## config.mk

```make
export PLATFORM = sky130hd
export DESIGN_NAME = pulse_req_sender
export DESIGN_NICKNAME = d
export VERILOG_FILES = /design/src/rtl/pulse_hs_pkg.sv /design/src/rtl/sync_ff_chain.sv /design/src/rtl/pulse_req_sender.sv
export SDC_FILE = /design/constraint.sdc
export NUM_CORES = 1
export LEC_CHECK = 0
export ABC_AREA = 1
export BUFFER_PORTS_ARGS = -buffer_cell sky130_fd_sc_hd__buf_2
export CAP_MARGIN = 20
export CELL_PAD_IN_SITES_DETAIL_PLACEMENT = 2
export CELL_PAD_IN_SITES_GLOBAL_PLACEMENT = 2
export CORE_MARGIN = 8
export CORE_UTILIZATION = 34
export DETAILED_ROUTE_END_ITERATION = 7
export PLACE_DENSITY = 0.82
export SLEW_MARGIN = 20
export SYNTH_ARGS = -nofsm -noshare
export SYNTH_HDL_FRONTEND = slang
export SYNTH_SLANG_ARGS = --single-unit
```

## constraint.sdc

```tcl
create_clock -name clk -period 2.55 [get_ports clk]
set_input_delay 0.6375 -clock clk [delete_from_list [all_inputs] [get_ports clk]]
set_output_delay 0.6375 -clock clk [all_outputs]
set_load 0.03 [all_outputs]
```

## src/rtl/pulse_hs_pkg.sv

```systemverilog
// Shared state encodings and default parameters for the four-phase pulse
// request sender and its acknowledge synchronizer.
package pulse_hs_pkg;

  localparam int unsigned SYNC_STAGES_DEF    = 2;
  localparam int unsigned PEND_WIDTH_DEF     = 4;
  localparam int unsigned TIMEOUT_CYCLES_DEF = 1024;

  typedef logic [1:0] state_t;

  localparam state_t ST_IDLE        = 2'd0;
  localparam state_t ST_REQ_HI      = 2'd1;
  localparam state_t ST_ACK_WAIT_LO = 2'd2;

endpackage

```

## src/rtl/sync_ff_chain.sv

```systemverilog
// Multi-flop synchronizer for a single asynchronous level; q is the last stage.
module sync_ff_chain
  import pulse_hs_pkg::*;
#(
  parameter int unsigned STAGES = SYNC_STAGES_DEF
) (
  input  logic clk,
  input  logic reset,
  input  logic d,
  output logic q
);

  logic [STAGES-1:0] chain;

  always_ff @(posedge clk) begin
    if (reset) begin
      chain <= '0;
    end else begin
      chain <= {chain[STAGES-2:0], d};
    end
  end

  assign q = chain[STAGES-1];

endmodule

```

## src/rtl/pulse_req_sender.sv

```systemverilog
// Four-phase request sender: turns rising edges of signal_in into req/ack
// handshakes, queuing surplus events in a saturating pending counter.
module pulse_req_sender
  import pulse_hs_pkg::*;
#(
  parameter int unsigned SYNC_STAGES    = SYNC_STAGES_DEF,
  parameter int unsigned PEND_WIDTH     = PEND_WIDTH_DEF,
  parameter int unsigned TIMEOUT_CYCLES = TIMEOUT_CYCLES_DEF
) (
  input  logic                  clk,
  input  logic                  reset,
  input  logic                  signal_in,
  input  logic                  ack_in,
  output logic                  req_out,
  output logic                  busy,
  output logic                  done,
  output logic [PEND_WIDTH-1:0] pending,
  output logic                  overflow,
  output logic                  timeout_err
);

  localparam int unsigned           TO_W     = $clog2(TIMEOUT_CYCLES + 1);
  localparam logic [TO_W-1:0]       TO_LAST  = TO_W'(TIMEOUT_CYCLES - 1);
  localparam logic [PEND_WIDTH-1:0] PEND_MAX = '1;

  state_t                  state;
  state_t                  state_nx;
  logic                    sig_prev;
  logic                    ack_sync;
  logic                    evt;
  logic                    start;
  logic                    take_direct;
  logic                    pend_inc;
  logic                    pend_dec;
  logic                    timeout_hit;
  logic                    req_nx;
  logic                    done_nx;
  logic                    to_set;
  logic                    ovf_set;
  logic [PEND_WIDTH-1:0]   pend_nx;
  logic [TO_W-1:0]         wait_cnt;

  sync_ff_chain #(
    .STAGES(SYNC_STAGES)
  ) u_ack_sync (
    .clk  (clk),
    .reset(reset),
    .d    (ack_in),
    .q    (ack_sync)
  );

  assign evt         = signal_in & ~sig_prev;
  assign start       = (state == ST_IDLE) && (evt || (pending != '0));
  // Only an event arriving with an empty queue is consumed directly; any other
  // event joins the queue, so IDLE+pending+event nets to no change.
  assign take_direct = start && (pending == '0);
  assign pend_dec    = start && (pending != '0);
  assign pend_inc    = evt && !take_direct;
  assign timeout_hit = (state != ST_IDLE) && (wait_cnt == TO_LAST);
  assign busy        = (state != ST_IDLE);

  always_comb begin
    pend_nx = pending;
    ovf_set = 1'b0;
    if (pend_inc && !pend_dec) begin
      if (pending == PEND_MAX) begin
        ovf_set = 1'b1;
      end else begin
        pend_nx = pending + 1'b1;
      end
    end else if (pend_dec && !pend_inc) begin
      pend_nx = pending - 1'b1;
    end
  end

  always_comb begin
    state_nx = state;
    req_nx   = req_out;
    done_nx  = 1'b0;
    to_set   = 1'b0;
    case (state)
      ST_IDLE: begin
        req_nx = 1'b0;
        if (start) begin
          state_nx = ST_REQ_HI;
          req_nx   = 1'b1;
        end
      end
      ST_REQ_HI: begin
        if (ack_sync) begin
          state_nx = ST_ACK_WAIT_LO;
          req_nx   = 1'b0;
        end else if (timeout_hit) begin
          state_nx = ST_IDLE;
          req_nx   = 1'b0;
          to_set   = 1'b1;
        end
      end
      ST_ACK_WAIT_LO: begin
        req_nx = 1'b0;
        if (!ack_sync) begin
          state_nx = ST_IDLE;
          done_nx  = 1'b1;
        end else if (timeout_hit) begin
          state_nx = ST_IDLE;
          to_set   = 1'b1;
        end
      end
      default: begin
        state_nx = ST_IDLE;
        req_nx   = 1'b0;
      end
    endcase
  end

  always_ff @(posedge clk) begin
    if (reset) begin
      state       <= ST_IDLE;
      req_out     <= 1'b0;
      done        <= 1'b0;
      pending     <= '0;
      overflow    <= 1'b0;
      timeout_err <= 1'b0;
      wait_cnt    <= '0;
      sig_prev    <= 1'b0;
    end else begin
      state       <= state_nx;
      req_out     <= req_nx;
      done        <= done_nx;
      pending     <= pend_nx;
      overflow    <= overflow | ovf_set;
      timeout_err <= timeout_err | to_set;
      sig_prev    <= signal_in;
      // Leaving a wait state at TO_LAST keeps the counter from ever wrapping.
      if (state_nx != state) begin
        wait_cnt <= '0;
      end else if (state != ST_IDLE) begin
        wait_cnt <= wait_cnt + 1'b1;
      end
    end
  end

endmodule

```

==> flow_summary.rst, run 1 <==
.. list-table::
   :header-rows: 1

   * - Metric
     - Value
   * - Die extent in x
     - 77.9 um
   * - List of cells traversed by the critical path
     - inv_1 > ha_1 > nor2_2 > inv_1 > ha_1 > a21o_1 > a31oi_1 > xor2_1 > nand2_1 > a21oi_1
   * - Endpoint, Worst Hold
     - u_ack_sync.chain[1]$_SDFF_PP0_
   * - Storage element area
     - 482 um^2
   * - Core region area
     - 0.00366 mm^2
   * - Area taken by multi-input logic gates
     - 714 um^2
   * - Worst hold slack
     - 0.406 ns
   * - CTS clock-pin slew for the worst setup and hold paths
     - 0.09 ns
   * - FF+latch count, synth
     - 24
   * - Number of warnings printed during yosys synthesis
     - 0
   * - Arrival time of data at the critical path endpoint
     - 2.58 ns
   * - Total setup violations reported at the end of the flow
     - 0
   * - Commonest cells post-synth
     - sky130_fd_sc_hd__nand2_1, sky130_fd_sc_hd__dfxtp_1, sky130_fd_sc_hd__inv_1, sky130_fd_sc_hd__nor2_1, sky130_fd_sc_hd__nor2_2
   * - Final net count
     - 191
   * - Average wire per cell in the routed design
     - 14.5 um
   * - Reg2Reg Setup Slack
     - 0.17 ns
   * - Fraction of final layout cells sized beyond drive strength 1
     - 24.2%
   * - Path class of the lowest-slack min-delay path
     - flop to flop
   * - Clock Sink Count
     - 24
   * - Starting utilization of the core area
     - 35.6%
   * - Number of DRC markers after the initial detailed-route iteration
     - 50
   * - Reg-to-Reg End
     - pending[3]$_SDFFE_PP0P_
   * - Most numerous cell in the Yosys netlist
     - sky130_fd_sc_hd__nand2_1
   * - Worst IR Drop VDD
     - 0.585 mV
   * - Port buffer count
     - 12
   * - Most area-consuming cells after synthesis
     - sky130_fd_sc_hd__dfxtp_1, sky130_fd_sc_hd__nand2_1, sky130_fd_sc_hd__ha_1
   * - Hold path start
     - u_ack_sync.chain[0]$_SDFF_PP0_
   * - Global-route usage over all layers
     - 10.8%
   * - Top_reg_cell synth
     - sky130_fd_sc_hd__dfxtp_1
   * - Number of antenna violations at the first check in global routing
     - 0
   * - Reg-to-Reg Start
     - state[0]$_SDFF_PP0_
   * - DIE AREA
     - 0.00607 mm^2
   * - Clock insertion delay at the later pin of the skew report
     - 0.27 ns
   * - Vertical die dimension
     - 77.9 um
   * - Library cells used by synthesis
     - 27
   * - Final antenna-violating net count
     - 0
   * - Run status
     - complete, no violations
   * - Share of the cycle needed by the critical path after routing
     - 93.1%
   * - Power per unit of standard cell area
     - 1000 mW/mm^2
   * - Post-Synthesis Net Count
     - 176
   * - Max incr delay on CP
     - 0.42 ns
   * - Fillers
     - 438
   * - Half-perimeter wire length after detailed placement
     - 2420 um
   * - Number of global-route vias before repair
     - 1,159
   * - Maximum clock frequency
     - 0.421 GHz
   * - Transition time at the pin with the least slew margin
     - 0.368 ns
   * - Area delta synth->final
     - 12.3%
   * - Final period demand of the worst path
     - 2.38 ns
   * - TritonRoute pass-1 iters
     - 4
   * - Hold violation total from the final report
     - 0
   * - CTS HTree Levels
     - 1
   * - Post-Synthesis Cell Area
     - 0.00130 mm^2
   * - Routed via count divided by cell count
     - 4.73
   * - Highest fanout seen on the critical path
     - 5
   * - Antenna cells
     - 0
   * - # Max-Cap Violations
     - 0
   * - CP max-delay cell
     - sky130_fd_sc_hd__dfxtp_1
   * - Top-Level Pins
     - 13
   * - Category of the critical setup timing path
     - flop to flop
   * - Count of flip-flops with a built-in enable after synthesis
     - 0
   * - Crit. End Element
     - flop
   * - Area share of the largest cell type after synthesis
     - 36.9%
   * - TritonCTS clock tree
     - built
   * - Required time at the endpoint of the critical path
     - 2.76 ns
   * - Cell Rows
     - 22
   * - Via Count
     - 1,069
   * - Remaining max-slew budget at the tightest pin
     - 75.4%
   * - Worst reg2reg path depth
     - 10
   * - Average cell area after synthesis
     - 7.94 um^2
   * - Wirelength, routed
     - 3270 um
   * - Global route total overflow
     - 0
   * - Cell taking the most area after synthesis
     - sky130_fd_sc_hd__dfxtp_1
   * - Number of setup buffers added after CTS
     - 0
   * - RSZ-0062 raised after global routing
     - false
   * - # DRC
     - 0
   * - Cell at the root of the clock tree
     - sky130_fd_sc_hd__clkbuf_8
   * - Number of instances in the synthesized netlist
     - 164
   * - Async set-reset flop share out of synthesis
     - 0%
   * - Maximum number of pins on one net before global-route repair
     - 14
   * - Wire length of the first global-routing pass
     - 5400 um
   * - Max Clock Skew
     - 0.00440 ns
   * - Launching element type of the critical path
     - flop
   * - Leakage component of the power
     - 0.628 nW
   * - Final setup TNS
     - 0 ns
   * - Number of clock buffers inserted by TritonCTS
     - 3
   * - Hold Crit Depth
     - 2
   * - Register area share after synthesis
     - 36.9%
   * - Maximum buffer depth of the clock tree
     - 2
   * - Final number of max-transition violations
     - 0
   * - RePlAce Congestion
     - 0.735
-- routing by layer --
metal  wire (um)  vias up  GRT usage (%)
met2        1720        9           20.6
met4          36        0           3.33
met1        1440      518           11.5
met5           0        -              0
met3          73        5           2.42
li1            -      537              -
-- registers in the layout, summed over array words and instances, names as in the netlist --
register and cells:
req_out 1, wait_cnt 11, state 2, pending 4, overflow 1, u_ack_sync.chain 2
timeout_err 1, sig_prev 1, done 1
-- how the worst max path moves through the flow --
stage / start / to / depth (start not counted)
floorplan: state[1]$_SDFF_PP0_ / pending[3]$_SDFFE_PP0P_ / 11
global placement: state[1]$_SDFF_PP0_ / pending[3]$_SDFFE_PP0P_ / 10
detailed placement: state[1]$_SDFF_PP0_ / pending[3]$_SDFFE_PP0P_ / 10
CTS: state[1]$_SDFF_PP0_ / pending[3]$_SDFFE_PP0P_ / 10
global route: state[0]$_SDFF_PP0_ / pending[3]$_SDFFE_PP0P_ / 10
finish: state[0]$_SDFF_PP0_ / pending[3]$_SDFFE_PP0P_ / 10
-- cell type report --
type	instances	share of cell area [%]
tap	48	4.11
sequential	24	32.9
multi-input combinational	116	48.8
clock buffer	4	3.76
inverter	21	5.73
timing repair buffer	13	4.62
-- metrics by stage --
stage	util (%)	std cells	total power, mW	setup WS (ns)	instance area, um^2
2_1_floorplan	-	164	1.05	0.420	1300
3_3_place_gp	38.3	222	1.17	0.336	1400
3_5_place_dp	38.3	222	1.21	0.164	1400
4_1_cts	39.8	226	1.49	0.110	1460
5_1_grt	40.0	226	1.57	0.0140	1460
6_report	40.0	226	1.47	0.175	1460
-- report_power, final --
group          switching, mW  internal (mW)  leakage (nW)
combinational          0.468          0.228         0.403
clock                  0.125          0.138        0.0288
sequential            0.0750          0.435         0.196
total                  0.668          0.800         0.628
-- cells by family after synthesis --
kind of cell,synth area share (%)
compound gates,6.24
xor+xnor,8.74
flops,36.9
fa+ha+maj,8.26
buf+inv,8.45
simple gates,31.4
-- layout by cell type, fill, tap and decap left out --
cell type                  count
sky130_fd_sc_hd__nand2_1      27
sky130_fd_sc_hd__dfxtp_1      23
sky130_fd_sc_hd__inv_1        20
sky130_fd_sc_hd__nor2_1       19
sky130_fd_sc_hd__nor2_2       15
sky130_fd_sc_hd__buf_2        12
sky130_fd_sc_hd__nand3_1      10
sky130_fd_sc_hd__xor2_1       10
sky130_fd_sc_hd__ha_1          7
sky130_fd_sc_hd__a21oi_1       5
sky130_fd_sc_hd__o21ai_0       4
sky130_fd_sc_hd__clkbuf_8      4
sky130_fd_sc_hd__xnor2_1       3
sky130_fd_sc_hd__nand2_2       3
sky130_fd_sc_hd__nand3_2       2
sky130_fd_sc_hd__inv_6         1
sky130_fd_sc_hd__nand4_1       1
sky130_fd_sc_hd__a211oi_1      1
sky130_fd_sc_hd__o21bai_1      1
sky130_fd_sc_hd__nand2_4       1
sky130_fd_sc_hd__nor2_4        1
sky130_fd_sc_hd__nand3_4       1
sky130_fd_sc_hd__nor3_2        1
sky130_fd_sc_hd__a21o_1        1
sky130_fd_sc_hd__a31oi_1       1
sky130_fd_sc_hd__o21a_1        1
sky130_fd_sc_hd__fa_1          1
sky130_fd_sc_hd__buf_4         1
sky130_fd_sc_hd__dfxtp_2       1
-- critical path: cells and delay by family, from the launching register on --
kind | cells | cell delay (ns)
and+or+nand+nor | 2 | 0.29
DFF | 1 | 0.42
AOI/OAI and AO/OA | 3 | 0.49
buffers and inverters | 2 | 0.27
adders and majority gates | 2 | 0.67
xor gates and xnor gates | 1 | 0.17
-- what timing repair did --
item                                    4_1_cts  5_1_grt
resized for setup                             0        2
hold buffers                                  0        0
endpoints found under the setup margin        0        1
No activity file was read; power rests on OpenSTA's default activity.
==> run 2: changes to the inputs <==
--- a/config.mk
+++ b/config.mk
@@ -5,13 +5,12 @@
 export SDC_FILE = /design/constraint.sdc
 export NUM_CORES = 1
 export LEC_CHECK = 0
-export ABC_AREA = 1
 export BUFFER_PORTS_ARGS = -buffer_cell sky130_fd_sc_hd__buf_2
 export CAP_MARGIN = 20
 export CELL_PAD_IN_SITES_DETAIL_PLACEMENT = 2
 export CELL_PAD_IN_SITES_GLOBAL_PLACEMENT = 2
 export CORE_MARGIN = 8
-export CORE_UTILIZATION = 34
+export CORE_UTILIZATION = 36
 export DETAILED_ROUTE_END_ITERATION = 7
 export PLACE_DENSITY = 0.82
 export SLEW_MARGIN = 20
==> flow_summary.rst, run 2 <==
.. list-table::
   :header-rows: 1

   * - Metric
     - Value
   * - Met1 routed wirelength after detailed routing
     - 1500 um
   * - Final cell area excluding filler cells
     - 0.00149 mm^2
   * - Post-Synthesis Cell Area
     - 0.00133 mm^2
   * - Total setup violations reported at the end of the flow
     - 0
   * - Post-Synthesis Net Count
     - 152
   * - Global route total overflow
     - 0
   * - Final number of max-transition violations
     - 0
   * - Area delta synth->final
     - 11.9%
   * - Cell Rows
     - 22
   * - Register area share after synthesis
     - 36.1%
   * - Number of clock buffers inserted by TritonCTS
     - 3
   * - Worst IR Drop VDD
     - 0.350 mV
   * - Met2 routed WL
     - 1830 um
   * - Maximum number of pins on one net before global-route repair
     - 16
   * - Global-route usage over all layers
     - 12.3%
   * - Arrival time of data at the critical path endpoint
     - 2.55 ns
   * - Final period demand of the worst path
     - 2.39 ns
   * - Fraction of final layout cells sized beyond drive strength 1
     - 20.9%
   * - Length of routed met3 wiring
     - 62 um
   * - Top_reg_cell synth
     - sky130_fd_sc_hd__dfxtp_1
   * - Wire length of the first global-routing pass
     - 6060 um
   * - Count of flip-flops with a built-in enable after synthesis
     - 0
   * - Port buffer count
     - 12
   * - Highest fanout seen on the critical path
     - 9
   * - Clock insertion delay at the later pin of the skew report
     - 0.26 ns
   * - Die extent in x
     - 76.8 um
   * - Area share of the largest cell type after synthesis
     - 36.1%
   * - Number of warnings printed during yosys synthesis
     - 0
   * - Launching element type of the critical path
     - flop
   * - Max Clock Skew
     - 0.000662 ns
   * - Final net count
     - 167
   * - Biggest register
     - wait_cnt
   * - Number of setup buffers added after CTS
     - 0
   * - Proportion of power drawn by the clock network
     - 16.6%
   * - Cell taking the most area after synthesis
     - sky130_fd_sc_hd__dfxtp_1
   * - Final antenna-violating net count
     - 0
   * - Post-detailed-placement cell area
     - 0.00145 mm^2
   * - Top-Level Pins
     - 13
   * - Most numerous cell in the Yosys netlist
     - sky130_fd_sc_hd__dfxtp_1
   * - Core region area
     - 0.00361 mm^2
   * - Uppermost metal layer occupied by signal nets
     - met4
   * - TritonRoute pass-1 iters
     - 4
   * - Leakage component of the power
     - 0.590 nW
   * - Number of global-route vias before repair
     - 1,242
   * - Share of the cycle needed by the critical path after routing
     - 93.8%
   * - Part of the total power dissipated in sequential elements
     - 37.6%
   * - Transition time at the pin with the least slew margin
     - 0.601 ns
   * - Fraction of power consumed by combinational cells
     - 45.8%
   * - Path class of the lowest-slack min-delay path
     - flop to flop
   * - Required time at the endpoint of the critical path
     - 2.71 ns
   * - Category of the critical setup timing path
     - flop to flop
   * - Number of antenna violations at the first check in global routing
     - 0
   * - Hold violation total from the final report
     - 0
   * - Half-perimeter wire length after detailed placement
     - 2630 um
   * - Vertical die dimension
     - 76.8 um
   * - Proportion of total power due to net switching
     - 41.8%
   * - Routed via count divided by cell count
     - 5.62
   * - Cell at the root of the clock tree
     - sky130_fd_sc_hd__clkbuf_8
   * - Remaining max-slew budget at the tightest pin
     - 59.9%
   * - # DRC
     - 0
   * - Most area-consuming cells after synthesis
     - sky130_fd_sc_hd__dfxtp_1, sky130_fd_sc_hd__ha_1, sky130_fd_sc_hd__nor4_1
   * - CTS clock-pin slew for the worst setup and hold paths
     - 0.08 ns
   * - Clock Sink Count
     - 24
   * - RePlAce Congestion
     - 0.778
   * - Via Count
     - 1,130
   * - Async set-reset flop share out of synthesis
     - 0%
   * - Maximum buffer depth of the clock tree
     - 2
   * - Library cells used by synthesis
     - 47
   * - Number of hold buffers added after CTS
     - 0
   * - Antenna cells
     - 0
   * - TritonCTS clock tree
     - built
   * - Power per unit of standard cell area
     - 872 mW/mm^2
   * - P_int
     - 0.757 mW
   * - Run status
     - complete, no violations
   * - Leading cell type in the layout, fill and taps excluded
     - sky130_fd_sc_hd__dfxtp_1
   * - Maximum clock frequency
     - 0.418 GHz
   * - RSZ-0062 raised after global routing
     - false
   * - CTS HTree Levels
     - 1
   * - # Max-Cap Violations
     - 0
   * - Final setup TNS
     - 0 ns
   * - Most used cells in the layout excluding fill and tap cells
     - sky130_fd_sc_hd__dfxtp_1, sky130_fd_sc_hd__buf_2, sky130_fd_sc_hd__nor4_1
   * - Switching pwr
     - 0.543 mW
   * - Average wire per cell in the routed design
     - 17.0 um
   * - Average cell area after synthesis
     - 9.52 um^2
   * - Wirelength, routed
     - 3420 um
   * - DIE AREA
     - 0.00590 mm^2
   * - Commonest cells post-synth
     - sky130_fd_sc_hd__dfxtp_1, sky130_fd_sc_hd__nor4_1, sky130_fd_sc_hd__nor2_1, sky130_fd_sc_hd__ha_1
   * - Minimum setup slack after placement
     - 0.0733 ns
   * - Max reg flops
     - 11
   * - Crit. End Element
     - flop
   * - Largest regs
     - wait_cnt: 11 flops, pending: 4 flops
   * - FF+latch count, synth
     - 24
   * - Final worst-path setup slack
     - 0.159 ns
   * - Number of DRC markers after the initial detailed-route iteration
     - 36
   * - Starting utilization of the core area
     - 37.0%
   * - Number of instances in the synthesized netlist
     - 140
run 2: cell count changes in the layout (fill, tap and decap cells not counted), sizes merged, moves of 3 or more:
cell and delta:
or4 +3, inv -17, nor2 -26, nor4 +12, buf +4, nand3 -9, xor2 -4, nand2 -25
nor3 +6, nor2b +6, o31a +3
run 2: logic make-up (layout without fill, tap and decap cells):
family | after synthesis | after routing | share of synthesized area [%]
AOI/OAI and AO/OA | 22 | 22 | 13.7
xor gates and xnor gates | 10 | 10 | 6.57
DFF | 24 | 24 | 36.1
and+or+nand+nor | 62 | 62 | 29.0
buffers and inverters | 11 | 24 | 4.22
adders and majority gates | 8 | 8 | 8.07
muxes | 3 | 3 | 2.35
run 2: final cells by class:
| class | instances | area [um^2] |
|---|---|---|
| fill | 394 | 2110 |
| clock buffer | 3 | 41.3 |
| sequential | 24 | 482 |
| tap | 48 | 60.1 |
| timing repair buffer | 17 | 97.6 |
| multi-input combinational | 105 | 796 |
| inverter | 4 | 15.0 |
run 2: layer usage:
layer  up-vias  track usage [%]
li1        548                -
met1       569             14.0
met2         9             22.6
met3         4             1.98
met4         0             3.46
met5         -                0
run 2: path summary, 6_finish.rpt:
kind              slack [ns]  cells after the start                            from                             end
setup reg to reg        0.16                      9             state[0]$_SDFF_PP0_         pending[3]$_SDFFE_PP0P_
hold reg to reg         0.46                      1  u_ack_sync.chain[0]$_SDFF_PP0_  u_ack_sync.chain[1]$_SDFF_PP0_
hold / removal          0.46                      1  u_ack_sync.chain[0]$_SDFF_PP0_  u_ack_sync.chain[1]$_SDFF_PP0_
setup / recovery        0.16                      9             state[0]$_SDFF_PP0_         pending[3]$_SDFFE_PP0P_
run 2: repair_timing:
action                                 CTS  global route
endpoints found under the hold margin    0             0
setup endpoints to repair                0            12
gates resized for setup                  0             1
run 2: power by group through the flow:
stage	Clock, mW	Combinational (mW)	Sequential [mW]
2_1_floorplan	0	0.405	0.538
3_3_place_gp	0	0.566	0.489
3_5_place_dp	0	0.597	0.497
4_1_cts	0.229	0.602	0.489
5_1_grt	0.246	0.657	0.502
6_report	0.216	0.595	0.489
run 2: critical path, cell delays in order (launching register included):
cell,delay (ns)
sky130_fd_sc_hd__dfxtp_2,0.41
sky130_fd_sc_hd__inv_1,0.08
sky130_fd_sc_hd__ha_1,0.31
sky130_fd_sc_hd__nor2_1,0.18
sky130_fd_sc_hd__inv_1,0.11
sky130_fd_sc_hd__ha_1,0.29
sky130_fd_sc_hd__a21o_1,0.18
sky130_fd_sc_hd__a21oi_1,0.17
sky130_fd_sc_hd__mux2i_1,0.21
sky130_fd_sc_hd__mux2_2,0.35
run 2: through the flow:
step	util (%)	std cells	hold slack [ns]	power (mW)
floorplan	-	140	0.414	0.943
global placement	40.2	198	0.431	1.05
detailed placement	40.2	198	0.452	1.09
CTS	41.3	201	0.466	1.32
global route	41.4	201	0.485	1.40
finish	41.4	201	0.462	1.30
==> run 3: changes to the inputs <==
--- a/config.mk
+++ b/config.mk
@@ -10,10 +10,11 @@
 export CELL_PAD_IN_SITES_DETAIL_PLACEMENT = 2
 export CELL_PAD_IN_SITES_GLOBAL_PLACEMENT = 2
 export CORE_MARGIN = 8
-export CORE_UTILIZATION = 36
+export CORE_UTILIZATION = 37
 export DETAILED_ROUTE_END_ITERATION = 7
-export PLACE_DENSITY = 0.82
+export PLACE_DENSITY = 0.83
 export SLEW_MARGIN = 20
 export SYNTH_ARGS = -nofsm -noshare
 export SYNTH_HDL_FRONTEND = slang
+export SYNTH_HIERARCHICAL = 1
 export SYNTH_SLANG_ARGS = --single-unit
==> flow_summary.rst, run 3 <==
.. list-table::
   :header-rows: 1

   * - Metric
     - Value
   * - Antenna cells
     - 0
   * - Number of clock buffers inserted by TritonCTS
     - 3
   * - Number of hold buffers added after CTS
     - 0
   * - Crit. End Element
     - flop
   * - Dominant combinational cell family by area after synthesis
     - simple AND/OR/NAND/NOR gates
   * - Final worst-path setup slack
     - 0.233 ns
   * - Transition time at the pin with the least slew margin
     - 0.668 ns
   * - CTS HTree Levels
     - 1
   * - Total setup violations reported at the end of the flow
     - 0
   * - # DRC
     - 0
   * - Port buffer count
     - 12
   * - Vertical die dimension
     - 77.7 um
   * - Number of instances in the synthesized netlist
     - 145
   * - Number of DRC markers after the initial detailed-route iteration
     - 42
   * - Path class of the lowest-slack min-delay path
     - flop to flop
   * - Starting utilization of the core area
     - 38.4%
   * - Half-perimeter wire length after detailed placement
     - 2880 um
   * - Final antenna-violating net count
     - 0
   * - Most numerous cell in the Yosys netlist
     - sky130_fd_sc_hd__dfxtp_1
   * - Fraction of the mapped netlist area in compound gates
     - 14.6%
   * - RSZ-0062 raised after global routing
     - false
   * - Highest fanout seen on the critical path
     - 5
   * - Global route total overflow
     - 0
   * - Area fraction in and, or, nand and nor cells after synthesis
     - 30.7%
   * - Clock Sink Count
     - 24
   * - Final design utilization
     - 43.7%
   * - Largest regs
     - wait_cnt: 11 flops, pending: 4 flops
   * - TritonCTS clock tree
     - built
   * - Worst IR Drop VDD
     - 0.435 mV
   * - Post_cts resized
     - 0
   * - Max Clock Skew
     - 0.00389 ns
   * - Xor and xnor area share after synthesis
     - 6.22%
   * - TritonRoute pass-1 iters
     - 4
   * - Most used cells in the layout excluding fill and tap cells
     - sky130_fd_sc_hd__dfxtp_1, sky130_fd_sc_hd__buf_2, sky130_fd_sc_hd__nor4_2, sky130_fd_sc_hd__nor3_1
   * - Final period demand of the worst path
     - 2.32 ns
   * - Launching element type of the critical path
     - flop
   * - Category of the critical setup timing path
     - flop to flop
   * - DIE AREA
     - 0.00603 mm^2
   * - Share of synthesized area spent on multiplexers
     - 2.22%
   * - Via Count
     - 1,160
   * - CTS clock-pin slew for the worst setup and hold paths
     - 0.09 ns
   * - Routed via count divided by cell count
     - 5.47
   * - Async set-reset flop share out of synthesis
     - 0%
   * - Clock insertion delay at the later pin of the skew report
     - 0.27 ns
   * - Biggest register
     - wait_cnt
   * - Final number of max-transition violations
     - 0
   * - FF+latch count, synth
     - 24
   * - Final net count
     - 177
   * - Fraction of final layout cells sized beyond drive strength 1
     - 25.6%
   * - Minimum setup slack after placement
     - 0.102 ns
   * - Library cells used by synthesis
     - 46
   * - Top-Level Pins
     - 13
   * - Cell at the root of the clock tree
     - sky130_fd_sc_hd__clkbuf_8
   * - Average wire per cell in the routed design
     - 17.4 um
   * - Leakage component of the power
     - 0.581 nW
   * - Number of antenna violations at the first check in global routing
     - 0
   * - Number of warnings printed during yosys synthesis
     - 6
   * - Final setup TNS
     - 0 ns
   * - Arrival time of data at the critical path endpoint
     - 2.48 ns
   * - Run status
     - complete, no violations
   * - Number of global-route vias before repair
     - 1,299
   * - Commonest cells post-synth
     - sky130_fd_sc_hd__dfxtp_1, sky130_fd_sc_hd__nor3_1, sky130_fd_sc_hd__nor4_2, sky130_fd_sc_hd__a21oi_1
   * - Area delta synth->final
     - 13.8%
   * - Core region area
     - 0.00366 mm^2
   * - Leading cell type in the layout, fill and taps excluded
     - sky130_fd_sc_hd__dfxtp_1
   * - Required time at the endpoint of the critical path
     - 2.71 ns
   * - Remaining max-slew budget at the tightest pin
     - 55.1%
   * - Share of the cycle needed by the critical path after routing
     - 90.8%
   * - Post-Synthesis Net Count
     - 157
   * - Top_reg_cell synth
     - sky130_fd_sc_hd__dfxtp_1
   * - Wire length of the first global-routing pass
     - 6340 um
   * - Wirelength, routed
     - 3690 um
   * - Fillers
     - 407
   * - Maximum number of pins on one net before global-route repair
     - 16
   * - Power per unit of standard cell area
     - 905 mW/mm^2
   * - Max reg flops
     - 11
   * - Number of setup buffers added after CTS
     - 0
   * - Adder-cell area share of the yosys netlist
     - 7.64%
   * - Maximum buffer depth of the clock tree
     - 2
   * - # Max-Cap Violations
     - 0
   * - Post-Synthesis Cell Area
     - 0.00141 mm^2
   * - Die extent in x
     - 77.7 um
   * - Average cell area after synthesis
     - 9.71 um^2
   * - Register area share after synthesis
     - 34.1%
   * - Cell taking the most area after synthesis
     - sky130_fd_sc_hd__dfxtp_1
   * - Global-route usage over all layers
     - 12.7%
   * - Maximum clock frequency
     - 0.432 GHz
   * - Hold violation total from the final report
     - 0
   * - Most area-consuming cells after synthesis
     - sky130_fd_sc_hd__dfxtp_1, sky130_fd_sc_hd__nor4_2, sky130_fd_sc_hd__ha_1
   * - Area share of the largest cell type after synthesis
     - 34.1%
   * - RePlAce Congestion
     - 0.790
   * - Count of flip-flops with a built-in enable after synthesis
     - 0
   * - Cell Rows
     - 22
## run 3: cell types whose count changed in the layout (fill, tap and decap cells not counted), moves of 2 or more
cell	previous run	this run
sky130_fd_sc_hd__nor4_2	1	10
sky130_fd_sc_hd__nor4_1	11	3
sky130_fd_sc_hd__nor3_1	6	10
sky130_fd_sc_hd__a21oi_1	6	8
sky130_fd_sc_hd__nor2_1	9	7
sky130_fd_sc_hd__buf_4	5	8
sky130_fd_sc_hd__inv_1	4	6
## run 3: cell families (layout without fill, tap and decap cells)
group                      count (synthesis)  in the layout
DFF                                       24             24
and+or+nand+nor                           63             63
muxes                                      3              3
buffers and inverters                     11             30
adders and majority gates                  8              8
xor gates and xnor gates                  10             10
AOI/OAI and AO/OA                         26             26
## run 3: cell type report
class,instances,area (um^2),area share [%]
sequential,24,480,30.0
timing repair buffer,20,120,7.50
clock buffer,4,55.1,3.44
multi-input combinational,110,863,53.9
inverter,6,22.5,1.41
tap,48,60.1,3.75
## run 3: path summary, 6_finish.rpt
path	start	end	slack, ns	depth (start not counted)
worst max-delay path	state[0]$_SDFF_PP0_	pending[3]$_SDFFE_PP0P_	0.23	9
worst min-delay path	u_ack_sync/chain[0]$_SDFF_PP0_	u_ack_sync/chain[1]$_SDFF_PP0_	0.45	1
worst max register to register	state[0]$_SDFF_PP0_	pending[3]$_SDFFE_PP0P_	0.23	9
worst min register to register	u_ack_sync/chain[0]$_SDFF_PP0_	u_ack_sync/chain[1]$_SDFF_PP0_	0.45	1
## run 3: power breakdown
part | switching (mW) | total, mW | internal, mW
registers | 0.0591 | 0.485 | 0.426
clock network | 0.122 | 0.259 | 0.138
logic | 0.430 | 0.705 | 0.275
## run 3: through the flow
| stage | area (um^2) | cells | power (mW) | hold slack [ns] |
|---|---|---|---|---|
| after floorplan | 1410 | 145 | 1.03 | 0.414 |
| after global placement | 1550 | 208 | 1.16 | 0.419 |
| after detailed placement | 1550 | 208 | 1.20 | 0.430 |
| after CTS | 1600 | 212 | 1.47 | 0.451 |
| after global routing | 1600 | 212 | 1.56 | 0.476 |
| final | 1600 | 212 | 1.45 | 0.447 |
## run 3: worst max-delay path, stage by stage (launching register included)
cell and delay (ns):
sky130_fd_sc_hd__dfxtp_1 0.35, sky130_fd_sc_hd__inv_1 0.08, sky130_fd_sc_hd__ha_1 0.28, sky130_fd_sc_hd__nor2_1 0.20, sky130_fd_sc_hd__inv_1 0.12, sky130_fd_sc_hd__ha_1 0.29
sky130_fd_sc_hd__a21o_1 0.17, sky130_fd_sc_hd__a21oi_1 0.16, sky130_fd_sc_hd__mux2i_1 0.21, sky130_fd_sc_hd__mux2_2 0.34
## run 3: routing by layer
metal | vias to the layer above | track usage [%] | wire, um
met1 | 565 | 14.0 | 1560
met5 | - | 0 | 0
met3 | 4 | 1.73 | 74
met4 | 0 | 2.83 | 22
li1 | 576 | - | -
met2 | 15 | 24.6 | 2030
